$ cat src/rtl/sync_fifo_pkg.sv
// Shared defaults and pointer arithmetic for the single-clock flagged FIFO.
package sync_fifo_pkg;

    localparam int DEFAULT_ALMOST_FULL_MARGIN = 2;
    localparam int DEFAULT_ALMOST_EMPTY_LEVEL = 2;

    // Occupancy from wrap-bit pointers; result is modulo 2^(addr_width+1).
    function automatic logic [31:0] ptr_count(input logic [31:0] wr_ptr,
                                              input logic [31:0] rd_ptr,
                                              input int unsigned addr_width);
        logic [31:0] mask;
        mask = (32'd1 << (addr_width + 1)) - 32'd1;
        return (wr_ptr - rd_ptr) & mask;
    endfunction

endpackage

$ cat src/rtl/sync_fifo_ram.sv
// Storage array: registered write port, combinational read port, no reset.
module sync_fifo_ram #(
    parameter int DATA_WIDTH    = 4,
    parameter int ADDRESS_WIDTH = 5
) (
    input  logic                     clock,
    input  logic                     write_en,
    input  logic [ADDRESS_WIDTH-1:0] write_addr,
    input  logic [DATA_WIDTH-1:0]    write_data,
    input  logic [ADDRESS_WIDTH-1:0] read_addr,
    output logic [DATA_WIDTH-1:0]    read_data
);

    logic [DATA_WIDTH-1:0] mem_q [2**ADDRESS_WIDTH];

    always_ff @(posedge clock) begin
        if (write_en) mem_q[write_addr] <= write_data;
    end

    assign read_data = mem_q[read_addr];

endmodule

$ cat src/rtl/sync_fifo_flags.sv
// Single-clock FIFO with full-depth capacity, occupancy, threshold and sticky error flags.
// Define SYNC_FIFO_CLEAR_EN to add a synchronous clear input.
module sync_fifo_flags
    import sync_fifo_pkg::*;
#(
    parameter int DATA_WIDTH         = 4,
    parameter int ADDRESS_WIDTH      = 5,
    parameter int ALMOST_FULL_LEVEL  = (2**ADDRESS_WIDTH) - DEFAULT_ALMOST_FULL_MARGIN,
    parameter int ALMOST_EMPTY_LEVEL = DEFAULT_ALMOST_EMPTY_LEVEL
) (
    input  logic                     clock,
    input  logic                     reset,
`ifdef SYNC_FIFO_CLEAR_EN
    input  logic                     clear,
`endif
    input  logic [DATA_WIDTH-1:0]    write_data,
    input  logic                     write_valid,
    output logic                     write_ready,
    output logic [DATA_WIDTH-1:0]    read_data,
    output logic                     read_valid,
    input  logic                     read_ready,
    output logic [ADDRESS_WIDTH:0]   count,
    output logic                     full,
    output logic                     empty,
    output logic                     almost_full,
    output logic                     almost_empty,
    output logic                     overflow,
    output logic                     underflow
);

    localparam logic [ADDRESS_WIDTH:0] PTR_ONE = {{ADDRESS_WIDTH{1'b0}}, 1'b1};
    localparam logic [ADDRESS_WIDTH:0] AF_LVL  = (ADDRESS_WIDTH+1)'(ALMOST_FULL_LEVEL);
    localparam logic [ADDRESS_WIDTH:0] AE_LVL  = (ADDRESS_WIDTH+1)'(ALMOST_EMPTY_LEVEL);

    logic [ADDRESS_WIDTH:0] write_ptr_q, write_ptr_d;
    logic [ADDRESS_WIDTH:0] read_ptr_q, read_ptr_d;
    logic                   overflow_q, overflow_d;
    logic                   underflow_q, underflow_d;
    logic                   clear_int;
    logic                   push, pop;

`ifdef SYNC_FIFO_CLEAR_EN
    assign clear_int = clear;
`else
    assign clear_int = 1'b0;
`endif

    assign full  = (write_ptr_q[ADDRESS_WIDTH] != read_ptr_q[ADDRESS_WIDTH]) &&
                   (write_ptr_q[ADDRESS_WIDTH-1:0] == read_ptr_q[ADDRESS_WIDTH-1:0]);
    assign empty = (write_ptr_q == read_ptr_q);
    assign count = (ADDRESS_WIDTH+1)'(ptr_count(32'(write_ptr_q), 32'(read_ptr_q), ADDRESS_WIDTH));

    assign write_ready  = ~full;
    assign read_valid   = ~empty;
    assign almost_full  = (count >= AF_LVL);
    assign almost_empty = (count <= AE_LVL);
    assign overflow     = overflow_q;
    assign underflow    = underflow_q;

    // Handshakes gate on the flags, so a full FIFO never accepts a same-cycle bypass write.
    assign push = write_valid & ~full;
    assign pop  = read_ready & ~empty;

    always_comb begin
        write_ptr_d = write_ptr_q;
        read_ptr_d  = read_ptr_q;
        overflow_d  = overflow_q;
        underflow_d = underflow_q;
        if (clear_int) begin
            write_ptr_d = '0;
            read_ptr_d  = '0;
            overflow_d  = 1'b0;
            underflow_d = 1'b0;
        end else begin
            if (push) write_ptr_d = write_ptr_q + PTR_ONE;
            if (pop)  read_ptr_d  = read_ptr_q + PTR_ONE;
            overflow_d  = overflow_q | (write_valid & full);
            underflow_d = underflow_q | (read_ready & empty);
        end
    end

    always_ff @(posedge clock or posedge reset) begin
        if (reset) begin
            write_ptr_q <= '0;
            read_ptr_q  <= '0;
            overflow_q  <= 1'b0;
            underflow_q <= 1'b0;
        end else begin
            write_ptr_q <= write_ptr_d;
            read_ptr_q  <= read_ptr_d;
            overflow_q  <= overflow_d;
            underflow_q <= underflow_d;
        end
    end

    sync_fifo_ram #(
        .DATA_WIDTH   (DATA_WIDTH),
        .ADDRESS_WIDTH(ADDRESS_WIDTH)
    ) u_ram (
        .clock     (clock),
        .write_en  (push & ~clear_int),
        .write_addr(write_ptr_q[ADDRESS_WIDTH-1:0]),
        .write_data(write_data),
        .read_addr (read_ptr_q[ADDRESS_WIDTH-1:0]),
        .read_data (read_data)
    );

endmodule

$ cat config.mk
export PLATFORM = sky130hd
export DESIGN_NAME = sync_fifo_flags
export DESIGN_NICKNAME = d
export VERILOG_FILES = /design/src/rtl/sync_fifo_pkg.sv /design/src/rtl/sync_fifo_ram.sv /design/src/rtl/sync_fifo_flags.sv
export SDC_FILE = /design/constraint.sdc
export NUM_CORES = 1
export LEC_CHECK = 0
export ABC_AREA = 1
export BUFFER_PORTS_ARGS = -buffer_cell sky130_fd_sc_hd__buf_2
export CORE_ASPECT_RATIO = 1.1
export CORE_MARGIN = 2
export CORE_UTILIZATION = 65
export CTS_BUF_LIST = sky130_fd_sc_hd__clkbuf_4 sky130_fd_sc_hd__clkbuf_8
export CTS_CLUSTER_SIZE = 28
export DETAILED_ROUTE_END_ITERATION = 7
export GPL_TIMING_DRIVEN = 0
export PLACE_DENSITY = 0.88
export SKIP_LAST_GASP = 1
export SYNTH_ARGS = -nofsm -noshare
export SYNTH_HDL_FRONTEND = slang
export SYNTH_HIERARCHICAL = 1
export SYNTH_SLANG_ARGS = --single-unit
$ cat constraint.sdc
create_clock -name clock -period 5.4 [get_ports clock]
set_input_delay 1.08 -clock clock [delete_from_list [all_inputs] [get_ports clock]]
set_output_delay 1.08 -clock clock [all_outputs]
set_load 0.01 [all_outputs]
==> report_table.html, run 1 <==
<table>
<tr><th>Metric</th><th>Value</th></tr>
<tr><th colspan="2">STA</th></tr>
<tr><td>Worst-Margin Slew</td><td>649 ps</td></tr>
<tr><td>Final clock skew</td><td>10.3 ps</td></tr>
<tr><td>Final period util</td><td>0.635</td></tr>
<tr><td>Fin crit period</td><td>3430 ps</td></tr>
<tr><td>Final Hold Viols</td><td>0</td></tr>
<tr><td>Relative slew slack</td><td>0.568</td></tr>
<tr><td>Max Slew Vio Count</td><td>0</td></tr>
<tr><td>RSZ-0062 raised after global routing</td><td>false</td></tr>
<tr><td>Setup-failing EPs final</td><td>0</td></tr>
<tr><td>Max frequency</td><td>291 MHz</td></tr>
<tr><td>Post-route worst setup slack</td><td>1970 ps</td></tr>
<tr><td>Final total negative setup slack</td><td>0 ps</td></tr>
<tr><th colspan="2">Power and ir drop</th></tr>
<tr><td>Psw</td><td>1.71 mW</td></tr>
<tr><td>Cell area power density</td><td>583 nW/um^2</td></tr>
<tr><td>Switching share of power</td><td>0.403</td></tr>
<tr><td>Clock group share of total power</td><td>0.231</td></tr>
<tr><td>Cell internal pwr</td><td>2.54 mW</td></tr>
<tr><td>Relative contribution of combinational cells to total power</td><td>0.441</td></tr>
<tr><td>Worst-case vdd ir drop</td><td>0.000527 V</td></tr>
<tr><td>Sequential share of power</td><td>0.328</td></tr>
<tr><td>Reported leakage power</td><td>2.96 nW</td></tr>
<tr><th colspan="2">Synthesis</th></tr>
<tr><td>Gate count of the mapped netlist</td><td>624</td></tr>
<tr><td>Cell with the most instances after synthesis</td><td>sky130_fd_sc_hd__nand2_1</td></tr>
<tr><td>Number of distinct library cells after synthesis</td><td>29</td></tr>
<tr><td>Number of nets produced by synthesis</td><td>640</td></tr>
<tr><td>Share of Yosys cell area claimed by the top area cell type</td><td>0.589</td></tr>
<tr><td>Part of the Yosys area used for sequential elements</td><td>0.643</td></tr>
<tr><td>Yosys warning count</td><td>6</td></tr>
<tr><td>Average cell area after synthesis</td><td>10.5 um^2</td></tr>
<tr><td>Dominant synthesized flop cell</td><td>sky130_fd_sc_hd__edfxtp_1</td></tr>
<tr><td>Share of synthesized registers carrying an async set or reset</td><td>0.0986</td></tr>
<tr><td>Count of flip-flops with a built-in enable after synthesis</td><td>128</td></tr>
<tr><td>Flip-flop and latch count after synthesis</td><td>142</td></tr>
<tr><td>Post-synth design cell area</td><td>6530 um^2</td></tr>
<tr><td>Most numerous cell types in the synthesized netlist</td><td>sky130_fd_sc_hd__nand2_1, sky130_fd_sc_hd__edfxtp_1, sky130_fd_sc_hd__nand3_1</td></tr>
<tr><td>Top post-synthesis cells by area</td><td>sky130_fd_sc_hd__edfxtp_1, sky130_fd_sc_hd__nand2_1, sky130_fd_sc_hd__nand3_1</td></tr>
<tr><td>Biggest area consumer among synthesized cells</td><td>sky130_fd_sc_hd__edfxtp_1</td></tr>
<tr><th colspan="2">CTS</th></tr>
<tr><td>Clk Latency, worst-skew pair</td><td>450 ps</td></tr>
<tr><td>Post-CTS Setup Repair Bufs</td><td>0</td></tr>
<tr><td>Number of buffers inserted for hold repair after clock tree synthesis</td><td>0</td></tr>
<tr><td>Number of H-tree levels</td><td>4</td></tr>
<tr><td>CTS tree</td><td>built</td></tr>
<tr><td>Clock sinks</td><td>142</td></tr>
<tr><td>Max Buffers Root-to-Sink</td><td>2</td></tr>
<tr><td>Root Buffer</td><td>sky130_fd_sc_hd__clkbuf_8</td></tr>
<tr><td>Total clock buffers created by CTS</td><td>17</td></tr>
<tr><td>Clk slew on worst S/H paths</td><td>80 ps</td></tr>
<tr><td>Post-cts sizing count</td><td>0</td></tr>
<tr><th colspan="2">GRT</th></tr>
<tr><td>Wire length of the first global-routing pass</td><td>23600 um</td></tr>
<tr><td>Largest net degree at the start of global routing</td><td>33</td></tr>
<tr><td>Number of antenna violations at the first check in global routing</td><td>0</td></tr>
<tr><td>Vias in the first global route</td><td>4766</td></tr>
<tr><td>GRT Overall Usage</td><td>0.297</td></tr>
<tr><td>Grt total ovfl</td><td>0</td></tr>
<tr><th colspan="2">Die</th></tr>
<tr><td>Starting density of the core</td><td>0.663</td></tr>
<tr><td>I/O pin count</td><td>26</td></tr>
<tr><td>Die Area</td><td>10900 um^2</td></tr>
<tr><td>Die Span X</td><td>99.5 um</td></tr>
<tr><td>CORE AREA</td><td>9840 um^2</td></tr>
<tr><td>Standard-cell row count</td><td>38</td></tr>
<tr><td>Chip height</td><td>109 um</td></tr>
<tr><th colspan="2">Worst setup path</th></tr>
<tr><td>Maximum net fanout on the critical path</td><td>6</td></tr>
<tr><td>Worst reg-to-reg path cell count</td><td>9</td></tr>
<tr><td>Start-to-end type of the worst setup path</td><td>reg -&gt; out</td></tr>
<tr><td>Critical path, cell by cell</td><td>inv_1 &gt; ha_1 &gt; inv_1 &gt; fa_1 &gt; nand3_1 &gt; nand3_1 &gt; nand2_1 &gt; nand2_1 &gt; nand3b_1 &gt; nand2_1 &gt; buf_2</td></tr>
<tr><td>CP endpoint kind</td><td>output pin</td></tr>
<tr><td>Highest cell delay on the worst timing path</td><td>450 ps</td></tr>
<tr><td>Number of cells on the critical path</td><td>11</td></tr>
<tr><td>Type of origin of the critical path</td><td>flip-flop</td></tr>
<tr><td>Buffers and inverters on the worst path</td><td>3</td></tr>
<tr><td>Critical Path RT</td><td>4320 ps</td></tr>
<tr><td>Slowest stage cell, crit path</td><td>sky130_fd_sc_hd__dfrtp_1</td></tr>
<tr><td>CP delay by family, top</td><td>adder cells</td></tr>
<tr><td>Data arrival, critical path</td><td>2350 ps</td></tr>
<tr><td>Most frequent CP cell</td><td>sky130_fd_sc_hd__nand2_1</td></tr>
<tr><th colspan="2">Drt</th></tr>
<tr><td>Number of nets with antenna violations after routing</td><td>0</td></tr>
<tr><td>Total via count in the routed design</td><td>4863</td></tr>
<tr><td>Routed length per instance</td><td>18.8 um</td></tr>
<tr><td>First-iteration detailed-routing DRC count</td><td>633</td></tr>
<tr><td>Final routed DRC violation total</td><td>5</td></tr>
<tr><td>Drt via density</td><td>6.07</td></tr>
<tr><td>Iteration count of the initial detailed-routing pass</td><td>8</td></tr>
<tr><td>Overall routed net length</td><td>15100 um</td></tr>
<tr><th colspan="2">Placed design</th></tr>
<tr><td>Worst slack, placed</td><td>2440 ps</td></tr>
<tr><td>Routability-driven placement congestion ratio</td><td>0.995</td></tr>
<tr><td>Instance area after placement</td><td>6800 um^2</td></tr>
<tr><td>Port bufs</td><td>25</td></tr>
<tr><td>Detailed placer's ending HPWL</td><td>9810 um</td></tr>
<tr><th colspan="2">Run status</th></tr>
<tr><td>Run status</td><td>finished with violations</td></tr>
<tr><td>Violations in the final reports</td><td>design-rule violations</td></tr>
<tr><th colspan="2">Hold path</th></tr>
<tr><td>Class of the tightest hold or removal check</td><td>reg -&gt; reg</td></tr>
<tr><td>Number of cells traversed by the worst hold path</td><td>1</td></tr>
<tr><th colspan="2">Finish</th></tr>
<tr><td>Cell area after layout</td><td>7280 um^2</td></tr>
<tr><td>NumNets Final</td><td>684</td></tr>
<tr><td>Core occupancy in the finished layout</td><td>0.740</td></tr>
<tr><td>Count of antenna diodes in the layout</td><td>0</td></tr>
<tr><td>Fraction of layout cells with a size suffix above 1</td><td>0.148</td></tr>
<tr><td>Area grow syn2layout</td><td>11.5%</td></tr>
<tr><th colspan="2">Job</th></tr>
<tr><td>Number of max-cap violations</td><td>0</td></tr>
</table>
==> path summary, 6_finish.rpt <==
| kind | from | endpoint | slack (ps) |
|---|---|---|---|
| worst max-delay path | write_ptr_q[0]$_DFFE_PP0P_ | almost_full | 1970 |
| worst min-delay path | overflow$_DFF_PP0_ | overflow$_DFF_PP0_ | 460 |
| worst max register to register | read_ptr_q[4]$_DFFE_PP0P_ | u_ram/mem_q[6][1]$_DFFE_PP_ | 2650 |
| worst min register to register | overflow$_DFF_PP0_ | overflow$_DFF_PP0_ | 460 |
| max in group asynchronous | reset | write_ptr_q[4]$_DFFE_PP0P_ | 4380 |
| min in group asynchronous | reset | write_ptr_q[5]$_DFFE_PP0P_ | 660 |
==> power groups by stage <==
stage | combinational [mW] | sequential, mW | clock, mW
after floorplan | 1.29 | 1.38 | 0
after global placement | 1.73 | 1.40 | 0
after detailed placement | 1.81 | 1.41 | 0
after CTS | 1.83 | 1.39 | 0.982
after global routing | 2.05 | 1.40 | 1.04
final | 1.87 | 1.39 | 0.981
==> area by class of cell <==
type                    count  area, um^2
flip-flops and latches    142        4190
multi-input cells         425        2000
well taps                 120         150
clock inverters            10         181
repair buffers             25         125
clock buffers              22         297
plain buffers              24         199
inverters                  33         134
fillers                   611        2560
==> kinds of logic after synthesis <==
group / count (synthesis) / synth area share
DFF: 142 / 0.643
adders and majority gates: 8 / 0.0165
buffers and inverters: 57 / 0.0510
and+or+nand+nor: 396 / 0.264
AOI/OAI and AO/OA: 10 / 0.0104
xor gates and xnor gates: 11 / 0.0159
==> worst register-to-register path, cell delays in order (launching register included) <==
cell                      delay (ps)
sky130_fd_sc_hd__dfrtp_1         510
sky130_fd_sc_hd__inv_1           160
sky130_fd_sc_hd__ha_1            380
sky130_fd_sc_hd__nand2_2         130
sky130_fd_sc_hd__nor2_4           60
sky130_fd_sc_hd__nand2_4         100
sky130_fd_sc_hd__nand2_8          90
sky130_fd_sc_hd__inv_6            90
sky130_fd_sc_hd__nand3_1         420
sky130_fd_sc_hd__nor2_1          470
==> flip-flops by register name (all words and copies together), names as in the netlist <==
name         count
underflow        1
u_ram/mem_q    128
read_ptr_q       6
write_ptr_q      6
overflow         1
==> through the flow <==
stage	total power, mW	cells	hold WS, ps
2_1_floorplan	2.67	624	470
3_3_place_gp	3.13	769	437
3_5_place_dp	3.22	769	447
4_1_cts	4.20	801	470
5_1_grt	4.48	801	472
6_report	4.24	801	464
==> per-layer routing <==
metal / GRT usage / vias up / wire, um
met2: 0.513 / 337 / 7640
met5: 0 / - / 0
met3: 0.0699 / 72 / 1460
met4: 0.151 / 0 / 646
met1: 0.348 / 2254 / 5340
li1: - / 2200 / -
==> cells in the final DEF (no fill, tap or decap), drive strengths merged <==
cell,synthesis,final
nand2,236,236
clkbuf,3,25
fa,1,1
edfxtp,128,128
a31o,1,1
nand3b,1,1
ha,7,7
inv,33,34
nor2,37,37
bufinv,0,5
nand3,120,120
buf,21,46
nand4,2,2
clkinvlp,0,1
xnor2,4,4
dfrtp,14,14
a21o,1,1
a21oi,3,3
xor2,7,7
o21ai,5,5
clkinv,0,3
(Power assumes the default switching activity.)
==> run 2, diff against run 1 <==
--- a/config.mk
+++ b/config.mk
@@ -9,12 +9,12 @@
 export BUFFER_PORTS_ARGS = -buffer_cell sky130_fd_sc_hd__buf_2
 export CORE_ASPECT_RATIO = 1.1
 export CORE_MARGIN = 2
-export CORE_UTILIZATION = 65
+export CORE_UTILIZATION = 64
 export CTS_BUF_LIST = sky130_fd_sc_hd__clkbuf_4 sky130_fd_sc_hd__clkbuf_8
 export CTS_CLUSTER_SIZE = 28
 export DETAILED_ROUTE_END_ITERATION = 7
 export GPL_TIMING_DRIVEN = 0
-export PLACE_DENSITY = 0.88
+export PLACE_DENSITY = 0.87
 export SKIP_LAST_GASP = 1
 export SYNTH_ARGS = -nofsm -noshare
 export SYNTH_HDL_FRONTEND = slang
==> constraint.sdc (replaced) <==
create_clock -name clock -period 3.19 [get_ports clock]
set_input_delay 0.638 -clock clock [delete_from_list [all_inputs] [get_ports clock]]
set_output_delay 0.638 -clock clock [all_outputs]
set_load 0.01 [all_outputs]
==> report_table.html, run 2 (synthesized netlist as in run 1, its figures left out) <==
<table>
<tr><th>Metric</th><th>Value</th></tr>
<tr><th colspan="2">Finish</th></tr>
<tr><td>Core occupancy in the finished layout</td><td>0.729</td></tr>
<tr><td>Biggest registers after layout</td><td>u_ram/mem_q (128), read_ptr_q (6), write_ptr_q (6)</td></tr>
<tr><td>Count of antenna diodes in the layout</td><td>0</td></tr>
<tr><td>Fraction of layout cells with a size suffix above 1</td><td>0.147</td></tr>
<tr><td>Largest reg by FF count</td><td>u_ram/mem_q</td></tr>
<tr><td>Area grow syn2layout</td><td>10.5%</td></tr>
<tr><td>Multi-input combinational cell area</td><td>2000 um^2</td></tr>
<tr><td>Number of flip-flops in the largest register</td><td>128</td></tr>
<tr><td>Most frequent cells in the layout</td><td>sky130_fd_sc_hd__nand2_1, sky130_fd_sc_hd__edfxtp_1, sky130_fd_sc_hd__nand3_1</td></tr>
<tr><td>Most common cell after layout, fill and taps aside</td><td>sky130_fd_sc_hd__nand2_1</td></tr>
<tr><td>Fill cell instance count of the final layout</td><td>648</td></tr>
<tr><td>NumNets Final</td><td>684</td></tr>
<tr><td>Footprint of the flip-flops and latches</td><td>4190 um^2</td></tr>
<tr><th colspan="2">Die</th></tr>
<tr><td>Starting density of the core</td><td>0.660</td></tr>
<tr><td>Chip height</td><td>110 um</td></tr>
<tr><td>Standard-cell row count</td><td>38</td></tr>
<tr><td>I/O pin count</td><td>26</td></tr>
<tr><td>Die Area</td><td>11000 um^2</td></tr>
<tr><td>Die Span X</td><td>100 um</td></tr>
<tr><td>CORE AREA</td><td>9890 um^2</td></tr>
<tr><th colspan="2">CTS</th></tr>
<tr><td>Total clock buffers created by CTS</td><td>17</td></tr>
<tr><td>Root Buffer</td><td>sky130_fd_sc_hd__clkbuf_8</td></tr>
<tr><td>Number of H-tree levels</td><td>4</td></tr>
<tr><td>Post-CTS Setup Repair Bufs</td><td>0</td></tr>
<tr><td>Clk Latency, worst-skew pair</td><td>450 ps</td></tr>
<tr><td>Post-cts sizing count</td><td>0</td></tr>
<tr><td>Clk slew on worst S/H paths</td><td>70 ps</td></tr>
<tr><td>Number of buffers inserted for hold repair after clock tree synthesis</td><td>0</td></tr>
<tr><td>CTS tree</td><td>built</td></tr>
<tr><td>Max Buffers Root-to-Sink</td><td>2</td></tr>
<tr><td>Clock sinks</td><td>142</td></tr>
<tr><th colspan="2">Job</th></tr>
<tr><td>Number of max-cap violations</td><td>0</td></tr>
<tr><th colspan="2">Placed design</th></tr>
<tr><td>Routability-driven placement congestion ratio</td><td>0.986</td></tr>
<tr><td>Port bufs</td><td>25</td></tr>
<tr><td>Worst slack, placed</td><td>397 ps</td></tr>
<tr><td>Detailed placer's ending HPWL</td><td>10100 um</td></tr>
<tr><th colspan="2">STA</th></tr>
<tr><td>Fin crit period</td><td>2980 ps</td></tr>
<tr><td>Setup-failing EPs final</td><td>0</td></tr>
<tr><td>Post-route worst setup slack</td><td>213 ps</td></tr>
<tr><td>RSZ-0062 raised after global routing</td><td>false</td></tr>
<tr><td>Max frequency</td><td>336 MHz</td></tr>
<tr><td>Max Slew Vio Count</td><td>0</td></tr>
<tr><td>Final Hold Viols</td><td>0</td></tr>
<tr><td>Final clock skew</td><td>12.4 ps</td></tr>
<tr><td>Final total negative setup slack</td><td>0 ps</td></tr>
<tr><td>Post-Route Hold Slack</td><td>231 ps</td></tr>
<tr><td>Relative slew slack</td><td>0.550</td></tr>
<tr><td>Worst-Margin Slew</td><td>672 ps</td></tr>
<tr><td>Final period util</td><td>0.933</td></tr>
<tr><th colspan="2">GRT</th></tr>
<tr><td>Grt total ovfl</td><td>0</td></tr>
<tr><td>Number of antenna violations at the first check in global routing</td><td>0</td></tr>
<tr><td>Wire length of the first global-routing pass</td><td>24300 um</td></tr>
<tr><td>Vias in the first global route</td><td>4791</td></tr>
<tr><td>Largest net degree at the start of global routing</td><td>33</td></tr>
<tr><td>GRT Overall Usage</td><td>0.304</td></tr>
<tr><th colspan="2">Drt</th></tr>
<tr><td>First-iteration detailed-routing DRC count</td><td>651</td></tr>
<tr><td>Overall routed net length</td><td>15300 um</td></tr>
<tr><td>Number of nets with antenna violations after routing</td><td>0</td></tr>
<tr><td>Final routed DRC violation total</td><td>0</td></tr>
<tr><td>Total via count in the routed design</td><td>4835</td></tr>
<tr><td>Iteration count of the initial detailed-routing pass</td><td>6</td></tr>
<tr><td>Drt via density</td><td>6.04</td></tr>
<tr><td>Routed length per instance</td><td>19.1 um</td></tr>
<tr><th colspan="2">Power and ir drop</th></tr>
<tr><td>Clock group share of total power</td><td>0.206</td></tr>
<tr><td>Psw</td><td>2.89 mW</td></tr>
<tr><td>Relative contribution of combinational cells to total power</td><td>0.456</td></tr>
<tr><td>Worst-case vdd ir drop</td><td>0.00106 V</td></tr>
<tr><td>Switching share of power</td><td>0.414</td></tr>
<tr><td>Sequential share of power</td><td>0.338</td></tr>
<tr><td>Reported leakage power</td><td>2.93 nW</td></tr>
<tr><td>Cell area power density</td><td>967 nW/um^2</td></tr>
<tr><td>Cell internal pwr</td><td>4.09 mW</td></tr>
<tr><th colspan="2">Worst setup path</th></tr>
<tr><td>Data arrival, critical path</td><td>2340 ps</td></tr>
<tr><td>Reg2reg start</td><td>read_ptr_q[4]$_DFFE_PP0P_</td></tr>
<tr><td>Worst reg-to-reg path cell count</td><td>9</td></tr>
<tr><td>Worst setup path startpoint</td><td>read_ptr_q[0]$_DFFE_PP0P_</td></tr>
<tr><td>CP endpoint kind</td><td>output pin</td></tr>
<tr><td>Capture point of the worst reg-to-reg path</td><td>u_ram/mem_q[11][0]$_DFFE_PP_</td></tr>
<tr><td>Register-to-register setup slack</td><td>300 ps</td></tr>
<tr><td>Type of origin of the critical path</td><td>flip-flop</td></tr>
<tr><td>Maximum net fanout on the critical path</td><td>7</td></tr>
<tr><td>Capture point of the critical path</td><td>almost_full</td></tr>
<tr><td>Start-to-end type of the worst setup path</td><td>reg -&gt; out</td></tr>
<tr><td>Critical Path RT</td><td>2550 ps</td></tr>
<tr><th colspan="2">Run status</th></tr>
<tr><td>Run status</td><td>finished, final reports clean</td></tr>
<tr><th colspan="2">Hold path</th></tr>
<tr><td>Class of the tightest hold or removal check</td><td>in -&gt; async</td></tr>
</table>
[run 2: cell types whose count changed in the layout (fill, tap and decap cells not counted), sizes merged]
cell,change
bufinv,-3
clkbuf,+3
clkinv,+1
inv,-1
[run 2: worst min path at each step]
stage,start,end,slack [ps],depth (start not counted)
3_3_place_gp,overflow$_DFF_PP0_,overflow$_DFF_PP0_,440,1
3_5_place_dp,overflow$_DFF_PP0_,overflow$_DFF_PP0_,460,1
6_report,reset,write_ptr_q[1]$_DFFE_PP0P_,230,2
5_1_grt,reset,write_ptr_q[0]$_DFFE_PP0P_,260,2
2_1_floorplan,write_ptr_q[5]$_DFFE_PP0P_,write_ptr_q[5]$_DFFE_PP0P_,470,2
4_1_cts,reset,write_ptr_q[1]$_DFFE_PP0P_,220,2
[run 2: final cells by class]
type / count / share of cell area
sequential: 142 / 0.582
inverter: 33 / 0.0186
timing repair buffer: 25 / 0.0173
tap: 120 / 0.0208
clock inverter: 7 / 0.0118
clock buffer: 25 / 0.0451
multi-input combinational: 425 / 0.277
buffer: 24 / 0.0276
[run 2: critical path, cell delays in order, from the launching register on]
cell	delay, ps
sky130_fd_sc_hd__dfrtp_1	540
sky130_fd_sc_hd__ha_1	220
sky130_fd_sc_hd__inv_1	70
sky130_fd_sc_hd__fa_1	400
sky130_fd_sc_hd__nand3_1	150
sky130_fd_sc_hd__nand3_1	110
sky130_fd_sc_hd__nand2_1	70
sky130_fd_sc_hd__nand2_1	60
sky130_fd_sc_hd__nand3b_1	80
sky130_fd_sc_hd__nand2_1	60
sky130_fd_sc_hd__buf_2	130
[run 2: stage by stage]
stage	total power [mW]	instance area, um^2	instances
after floorplan	4.53	6530	624
after global placement	5.34	6800	769
after detailed placement	5.48	6800	769
after CTS	6.93	7210	801
after global routing	7.40	7210	801
final	6.98	7210	801
[run 2: power groups by stage]
stage                     combinational, mW  sequential [mW]  clock [mW]
final                                  3.18             2.36        1.44
after global routing                   3.51             2.37        1.52
after CTS                              3.12             2.35        1.46
after detailed placement               3.09             2.39           0
after global placement                 2.96             2.38           0
after floorplan                        2.18             2.34           0
[run 2: metal layers]
metal  vias up  global-route usage  wire length [um]
met1      2240               0.366              5280
li1       2195                   -                 -
met3        68              0.0674              1610
met4         0               0.157               670
met2       332               0.517              7770
met5         -                   0                 0
